File: config.mk
export PLATFORM = sky130hd
export DESIGN_NAME = alu_issue_ctrl
export DESIGN_NICKNAME = d
export VERILOG_FILES = /design/src/rtl/alu_issue_ctrl.sv
export SDC_FILE = /design/constraint.sdc
export NUM_CORES = 2
export LEC_CHECK = 0
export BUFFER_PORTS_ARGS = -buffer_cell sky130_fd_sc_hd__clkbuf_2
export CORE_ASPECT_RATIO = 0.75
export CORE_MARGIN = 2
export CORE_UTILIZATION = 30
export DETAILED_ROUTE_END_ITERATION = 6
export PLACE_DENSITY_LB_ADDON = 0.12
export SLEW_MARGIN = 30
export SYNTH_ARGS = -nofsm -noshare
export SYNTH_HDL_FRONTEND = slang
export SYNTH_SLANG_ARGS = --single-unit
File: constraint.sdc
create_clock -name clk -period 3.9 [get_ports clk]
set_clock_uncertainty 0.2 [all_clocks]
set_input_delay 0.39 -clock clk [delete_from_list [all_inputs] [get_ports clk]]
set_output_delay 0.39 -clock clk [all_outputs]
set_load 0.02 [all_outputs]
File: src/rtl/alu_issue_ctrl.sv
// alu_issue_ctrl
// ----------------------------------------------------------------------------
// Issue/writeback controller sitting in front of the DLX ALU. One R-type or
// I-type ALU instruction is accepted per valid/ready handshake, decoded into
// the ALU operation code, and its operands are read from a 32 x XLEN register
// file. The ALU is strobed for one EX cycle, the controller then waits
// ALU_LATENCY cycles, writes the result back to rd and latches carry/zero.
//
// Ports
//   clk, rst_n              clock, asynchronous active-low reset
//   instr_valid/instr_ready instruction handshake, instr = DLX word
//   alu_I, alu_EX           ALU operation code and execute strobe
//   alu_op1, alu_op2        ALU operands (held stable until the next accept)
//   alu_res/carry/z         ALU result inputs
//   done, illegal           one-cycle completion / drop pulses
//   flag_c, flag_z          flags of the last executed instruction
//   dbg_addr, dbg_data      combinational register-file debug read
// ----------------------------------------------------------------------------
module alu_issue_ctrl #(
    parameter int XLEN        = 32,
    parameter int ALU_LATENCY = 1
) (
    input  logic            clk,
    input  logic            rst_n,
    input  logic            instr_valid,
    output logic            instr_ready,
    input  logic [31:0]     instr,
    output logic [3:0]      alu_I,
    output logic            alu_EX,
    output logic [XLEN-1:0] alu_op1,
    output logic [XLEN-1:0] alu_op2,
    input  logic [XLEN-1:0] alu_res,
    input  logic            alu_carry,
    input  logic            alu_z,
    output logic            done,
    output logic            illegal,
    output logic            flag_c,
    output logic            flag_z,
    input  logic [4:0]      dbg_addr,
    output logic [XLEN-1:0] dbg_data
);

    localparam int CNT_W = $clog2(ALU_LATENCY + 1);

    typedef enum logic [2:0] {
        S_IDLE, S_ISSUE, S_WAIT, S_DONE, S_ILL
    } state_t;

    state_t            state_reg, state_next;
    logic [CNT_W-1:0]  cnt_reg;
    logic [3:0]        alu_i_reg;
    logic [XLEN-1:0]   op1_reg, op2_reg;
    logic [4:0]        rd_reg;
    logic              flag_c_reg, flag_z_reg;

    logic              accept;
    logic              wb_en;
    logic              dec_legal;
    logic [3:0]        dec_code;
    logic [4:0]        dec_rd;
    logic [XLEN-1:0]   dec_op1, dec_op2;

    // ------------------------------------------------------------------
    // Register file. Entry 0 is a constant zero, so writes to r0 vanish
    // without any extra qualification on the write enable.
    // ------------------------------------------------------------------
    logic [XLEN-1:0] rf_q [32];

    generate
        for (genvar gi = 0; gi < 32; gi++) begin : g_rf
            if (gi == 0) begin : g_zero
                assign rf_q[gi] = '0;
            end else begin : g_reg
                logic [XLEN-1:0] q_reg;
                always_ff @(posedge clk or negedge rst_n) begin
                    if (!rst_n)
                        q_reg <= '0;
                    else if (wb_en && (rd_reg == 5'(gi)))
                        q_reg <= alu_res;
                end
                assign rf_q[gi] = q_reg;
            end
        end
    endgenerate

    assign dbg_data = rf_q[dbg_addr];

    // ------------------------------------------------------------------
    // Decode. Operands come straight from the register file at accept time;
    // the previous writeback has always landed by then.
    // ------------------------------------------------------------------
    assign dec_op1 = rf_q[instr[25:21]];

    always_comb begin
        dec_legal = 1'b1;
        dec_code  = 4'd0;
        dec_rd    = instr[20:16];
        dec_op2   = {{(XLEN-16){1'b0}}, instr[15:0]};
        if (instr[31:26] == 6'h00) begin
            dec_rd  = instr[15:11];
            dec_op2 = rf_q[instr[20:16]];
            case (instr[5:0])
                6'h20:   dec_code = 4'd1;
                6'h22:   dec_code = 4'd2;
                6'h24:   dec_code = 4'd3;
                6'h25:   dec_code = 4'd4;
                6'h26:   dec_code = 4'd5;
                6'h04:   dec_code = 4'd6;
                6'h06:   dec_code = 4'd7;
                6'h07:   dec_code = 4'd8;
                6'h2A:   dec_code = 4'd9;
                6'h28:   dec_code = 4'd10;
                default: dec_legal = 1'b0;
            endcase
        end else begin
            case (instr[31:26])
                6'h08: begin
                    dec_code = 4'd1;
                    dec_op2  = {{(XLEN-16){instr[15]}}, instr[15:0]};
                end
                6'h0A: begin
                    dec_code = 4'd2;
                    dec_op2  = {{(XLEN-16){instr[15]}}, instr[15:0]};
                end
                6'h0C:   dec_code = 4'd3;
                6'h0D:   dec_code = 4'd4;
                6'h0E:   dec_code = 4'd5;
                default: dec_legal = 1'b0;
            endcase
        end
    end

    assign accept = instr_valid && instr_ready;
    // Last WAIT cycle: the ALU result is valid at the closing edge.
    assign wb_en  = (state_reg == S_WAIT) && (cnt_reg == CNT_W'(1));

    // ------------------------------------------------------------------
    // FSM: state register / next state / outputs
    // ------------------------------------------------------------------
    always_ff @(posedge clk or negedge rst_n) begin
        if (!rst_n)
            state_reg <= S_IDLE;
        else
            state_reg <= state_next;
    end

    always_comb begin
        state_next = state_reg;
        case (state_reg)
            S_IDLE:  if (accept) state_next = dec_legal ? S_ISSUE : S_ILL;
            S_ISSUE: state_next = S_WAIT;
            S_WAIT:  if (wb_en) state_next = S_DONE;
            S_DONE:  state_next = S_IDLE;
            S_ILL:   state_next = S_IDLE;
            default: state_next = S_IDLE;
        endcase
    end

    // instr_ready is gated by rst_n so it stays low for the whole reset.
    always_comb begin
        instr_ready = rst_n && (state_reg == S_IDLE);
        alu_EX      = (state_reg == S_ISSUE);
        done        = (state_reg == S_DONE);
        illegal     = (state_reg == S_ILL);
    end

    // ------------------------------------------------------------------
    // Datapath registers: ALU drive, destination, latency counter, flags
    // ------------------------------------------------------------------
    always_ff @(posedge clk or negedge rst_n) begin
        if (!rst_n) begin
            alu_i_reg  <= '0;
            op1_reg    <= '0;
            op2_reg    <= '0;
            rd_reg     <= '0;
            cnt_reg    <= '0;
            flag_c_reg <= 1'b0;
            flag_z_reg <= 1'b0;
        end else begin
            if (accept) begin
                alu_i_reg <= dec_code;
                op1_reg   <= dec_op1;
                op2_reg   <= dec_op2;
                rd_reg    <= dec_rd;
            end
            if (state_reg == S_ISSUE)
                cnt_reg <= CNT_W'(ALU_LATENCY);
            else if (state_reg == S_WAIT)
                cnt_reg <= cnt_reg - CNT_W'(1);
            // Flags load even when rd is r0.
            if (wb_en) begin
                flag_c_reg <= alu_carry;
                flag_z_reg <= alu_z;
            end
        end
    end

    assign alu_I   = alu_i_reg;
    assign alu_op1 = op1_reg;
    assign alu_op2 = op2_reg;
    assign flag_c  = flag_c_reg;
    assign flag_z  = flag_z_reg;

endmodule

Word level (Yosys, flattened, before mapping) --
Cells that the tools add are included.
Storage, ports and cells: register bits 1071, input port bits 74, output and inout port bits 106, word-level logic and storage cells 163
Cells by class: $add $sub $neg 1, $lt $le $gt $ge 3, equal/unequal tests 52, muxes and demuxes 24, bitwise gates (word level) 3, reduce and logical (&&, ||, !) cells 41
Operator list (number):
- 32-bit binary-select mux with 5-bit select | 3
- 32-bit two-way mux | 8
- 5-bit equality test (second input constant) | 16
- 6-bit equality test (second input constant) | 7
- 5-bit by 4-bit equality test with 1-bit output (second input constant) | 8
- 4-bit case mux with 10 select lines | 1
- 1-bit logical AND | 34
- 6-bit by 4-bit equality test with 1-bit output (second input constant) | 5
- 5-bit by 3-bit equality test with 1-bit output (second input constant) | 4
- 6-bit by 3-bit equality test with 1-bit output (second input constant) | 3
- 6-bit greater-or-equal comparator (second input constant) | 3
- 5-bit inverter with 6-bit output | 3
- 3-bit case mux with 5 select lines | 1
- 5-bit by 2-bit equality test with 1-bit output (second input constant) | 2
- 10-bit OR reduction | 1
- 3-bit two-way mux | 3
- 3-bit case mux with 3 select lines | 1
- 3-bit by 2-bit equality test with 1-bit output (second input constant) | 2
- 6-bit zero test | 1
- 5-bit by 1-bit equality test with 1-bit output (second input constant) | 1
- 1-bit two-way mux | 5
- 5-bit two-way mux | 1
- 5-bit OR reduction | 1
- 4-bit two-way mux | 1
- other kinds (8) | 9

Longest topological paths before layout --
depth after elaboration 7, depth in mapped cells 10, mapped depth without buffers 5

Worst setup path after synthesis --
No wires, ideal clock.
path kind input-to-output, start point in dbg_addr[1], end point out dbg_data[0], arrival 2.292 ns, data required time 3.310 ns, path slack 1.018 ns, cell stages on the path 7, path buffers 4, cells stage by stage clkbuf_1 buf_2 clkbuf_1 buf_2 mux4_2 mux4_2 mux2_2
Between the ends: longest elaborated chain between the ends 4
Ends and longest elaborated chain:
- start: declaration | line 39 | input logic [4:0] dbg_addr,
- 5-bit inverter with 6-bit output (not written as such) | line 86 | assign dbg_data = rf_q[dbg_addr];
- 32-bit binary-select mux with 5-bit select | line 86
- 32-bit two-way mux (not written as such) (2 in series) | line 86
- end: declaration | line 40 | output logic [XLEN-1:0] dbg_data
No other way between the ends. The select of a mux whose other input is x is not followed.

Worst setup path in the final report --
start point in dbg_addr[0], end point out dbg_data[15]
Same word-level chain as after synthesis.

==> results.yml <==
die:
  die_y_um: 405.7
  fp.dieArea_mm2: 0.2189
  die_x_um: 539.6
  ioPinCount: 180
  starting_density: 0.3017
  core-area_mm2: 0.2139
  floorplan.rows: 147
pwr:
  internal-power_uw: 31620
  p_switching_uw: 16210
  p_per_area_mw_per_mm2: 639.8
  clockPowerShare: 0.275
  switching_share: 0.3388
  power.combinational.fraction: 0.317
  p_leak_uw: 0.03153
  power.share.sequential: 0.408
  finalPower_uw: 47830
  irDropWorstVdd_uv: 503.9
critical_path:
  startpoint_type: "input port"
  critical_path.cell_chain: "buf_8, buf_12, buf_12, mux4_2, mux4_2, mux2_2, clkbuf_2"
  setup.reg_to_reg.worst_slack_ns: 0.59
  r2r_start: "state_reg[2]"
  highest_delay_cell_along_the_critical_path: "sky130_fd_sc_hd__mux4_2"
  critical_path.endpoint_type: "output pin"
  path_delay_family: "multiplexers"
  critPathKind: "in -> out"
  worst_r2r_endpoint: "alu_op2[3]"
  timing.critical_path.buf_inv: 4
  timing.critical_path.fanout_max: 25
  critical_path_arrival_ns: 2.85
  r2r.worst_path.cells: 6
  worst-endpoint-required_ns: 3.31
  worst_path_largest_cell_delay_ns: 0.53
placement:
  dp_slack_ns: 0.4364
  finalWeightedCongestion: 0.8222
  dp.cells: 7347
  io_buffer_count: 179
  post_dp_cell_area_mm2: 0.06994
  place_hpwl_mm: 173.3
timing:
  post-route-period-util: 0.8813
  fmaxAchievable_mhz: 291.0
  grt_setup_unrepaired: "false"
  layout_setup_ws_ns: 0.4631
  report.final.hold_viol_count: 0
  tightest_slew_ns: 1.002
  final-setup-viol-count: 0
  finalSetupTns_ns: 0
  post-route-min-period_ns: 3.437
  maxSlewHeadroom: 0.3305
  final-max-slew-violation-count: 0
yosys:
  ys_seq_area_frac: 0.4153
  synth_top_flop_cell: "sky130_fd_sc_hd__dfrtp_1"
  synth_cell_types: 51
  synthMostInstantiatedCell: "sky130_fd_sc_hd__mux2_2"
  synth_enable_flop_cells: 0
  yosys-top-cells-count: "1,157 x sky130_fd_sc_hd__mux2_2, 1,071 x sky130_fd_sc_hd__dfrtp_1, 544 x sky130_fd_sc_hd__mux4_2, 400 x sky130_fd_sc_hd__mux2i_1, 270 x sky130_fd_sc_hd__clkbuf_1"
  top_area_cells_in_the_synthesized_netlist: "sky130_fd_sc_hd__dfrtp_1 42%, sky130_fd_sc_hd__mux2_2 20%, sky130_fd_sc_hd__mux4_2 19%, sky130_fd_sc_hd__mux2i_1 6.2%, sky130_fd_sc_hd__clkbuf_1 1.6%"
  ys_seq_elements: 1071
  syn-mean-instance-area_um2: 14.03
  synth_fp_nets: 4673
  yosys_warnings: 0
  yosys.area.top_type: "sky130_fd_sc_hd__dfrtp_1"
  synth_top_cell_area_share: 0.4153
  synth_async_sr_flop_share: 1.000
  syn_area_mm2: 0.06454
  synthCells: 4599
drt:
  drc_errors: 0
  detail_route.wirelength_mm: 276.7
  routed_wire_length_per_instance_um: 36.36
  routed_antenna_nets: 0
  drt_first_iter_violations: 4444
  routed-via-count: 45500
  first_pass_detailed_route_iteration_total: 7
  vias_per_cell: 5.979
clock_network:
  h-tree-depth: 4
  cts-hold-fix-buffers: 25
  max-clock-path-buffers: 3
  tritoncts: "done"
  cts_setup_buffers: 0
  clock_slew_seen_by_the_registers_of_the_worst_setup_and_hold_paths_ns: 0.06
  numClockSinks: 1071
  cts_root_buffer: "sky130_fd_sc_hd__clkbuf_16"
  cts_buffers: 132
  insertion_delay_ns: 0.79
  postCtsResizedCells: 0
worst_hold_path:
  worstHoldEndpoint: "alu_op1[11]"
  min_from: "instr[24]"
  min_delay_path_depth: 4
  hold_path_class: "in -> reg"
layout:
  ratio_of_cells_with_drive_above_1_in_the_final_layout: 0.5015
  finish.instance_area_mm2: 0.07476
  final_nets: 4750
  fin_cells: 7610
  syn_to_final_growth_pct: 15.84
  flip_flop_count_of_the_largest_register_all_copies_and_words_added: 992
global_routing:
  grt_use_total: 0.2515
  first_pass_grt_wire_length_mm: 388.5
  grt_max_degree: 142
  grt_antenna_before_repair: 15
  first_global_vias: 45770
  grt.overflow.total: 0
status:
  outcome: "finished, final reports clean"
flow_run:
  cap_viol_max_count: 0
[worst max path at each step]
stage | cells after the start | to | from
floorplan | 7 | dbg_data[0] | dbg_addr[1]
global placement | 7 | dbg_data[12] | dbg_addr[0]
detailed placement | 7 | dbg_data[15] | dbg_addr[0]
CTS | 7 | dbg_data[15] | dbg_addr[0]
global route | 7 | dbg_data[15] | dbg_addr[0]
finish | 7 | dbg_data[15] | dbg_addr[0]
[kinds of logic (layout without fill, tap and decap cells)]
family,Yosys count,count (layout),share of synthesized area
mux,2114,2114,0.4560
buf+inv,519,698,0.03629
flops,1071,1071,0.4153
xor+xnor,4,4,0.0005429
compound gates,521,521,0.06419
other cells,0,1,0
simple gates,370,370,0.02767
[area by class of cell]
cell class                 instances  area (um^2)
multi-input combinational       3009        35720
clock inverter                    45        629.4
clock buffer                     191         3911
sequential                      1071        26800
fill                           20600       139100
tap                             2831         3542
antenna                            1        2.502
timing repair buffer             458         4143
inverter                           4        15.01
[power groups by stage]
stage                     clock [uW]  sequential [uW]  combinational [uW]
after CTS                      13500            19400               15200
after global routing           13900            20100               16100
after global placement             0            19600               14900
final                          13200            19500               15200
after detailed placement           0            19600               15100
after floorplan                    0            18200               10700
[layout by cell type (no fill, tap or decap), drive strengths merged, types with 3 or more instances in the layout]
cell type,netlist,layout
dlygate4sd3,0,25
nand3b,3,3
clkbuf,270,357
o22a,15,15
a2111o,14,14
nand2b,8,8
inv,4,13
clkinvlp,0,3
o311ai,32,32
dfrtp,1071,1071
o221ai,96,96
nor2b,78,78
a211oi,18,18
mux2,1170,1170
a31oi,21,21
a221oi,49,49
nor3,23,23
a22o,68,68
o22ai,32,32
buf,245,267
clkinv,0,20
nand3,48,48
mux4,544,544
a32oi,3,3
xnor2,3,3
a21oi,19,19
mux2i,400,400
nor2,68,68
and2,5,5
bufinv,0,13
a22oi,108,108
nand2,123,123
a311oi,17,17
o21ai,25,25
[tightest hold or removal path: cells and delay by family]
family	cells	cell delay (ns)
and+or+nand+nor	2	0.22
buffers and inverters	1	0.19
AOI/OAI and AO/OA	1	0.10
[through the flow]
stage | utilization | hold slack [ns]
2_1_floorplan | - | -0.1056
3_3_place_gp | 0.3269 | 0.2747
3_5_place_dp | 0.3269 | 0.2698
4_1_cts | 0.3493 | 0.008815
5_1_grt | 0.3495 | 0.06748
6_report | 0.3495 | 0.05947
[layer usage]
metal,part of all wire,track usage,vias to the layer above,routed length [um]
met5,0.00022,0,-,60
met4,0.026,0.06793,10,7279
met3,0.062,0.04284,342,17090
met2,0.44,0.3774,1659,122200
met1,0.47,0.3717,25120,130100
li1,-,-,18380,-
Power figures use the tool's default switching activity.
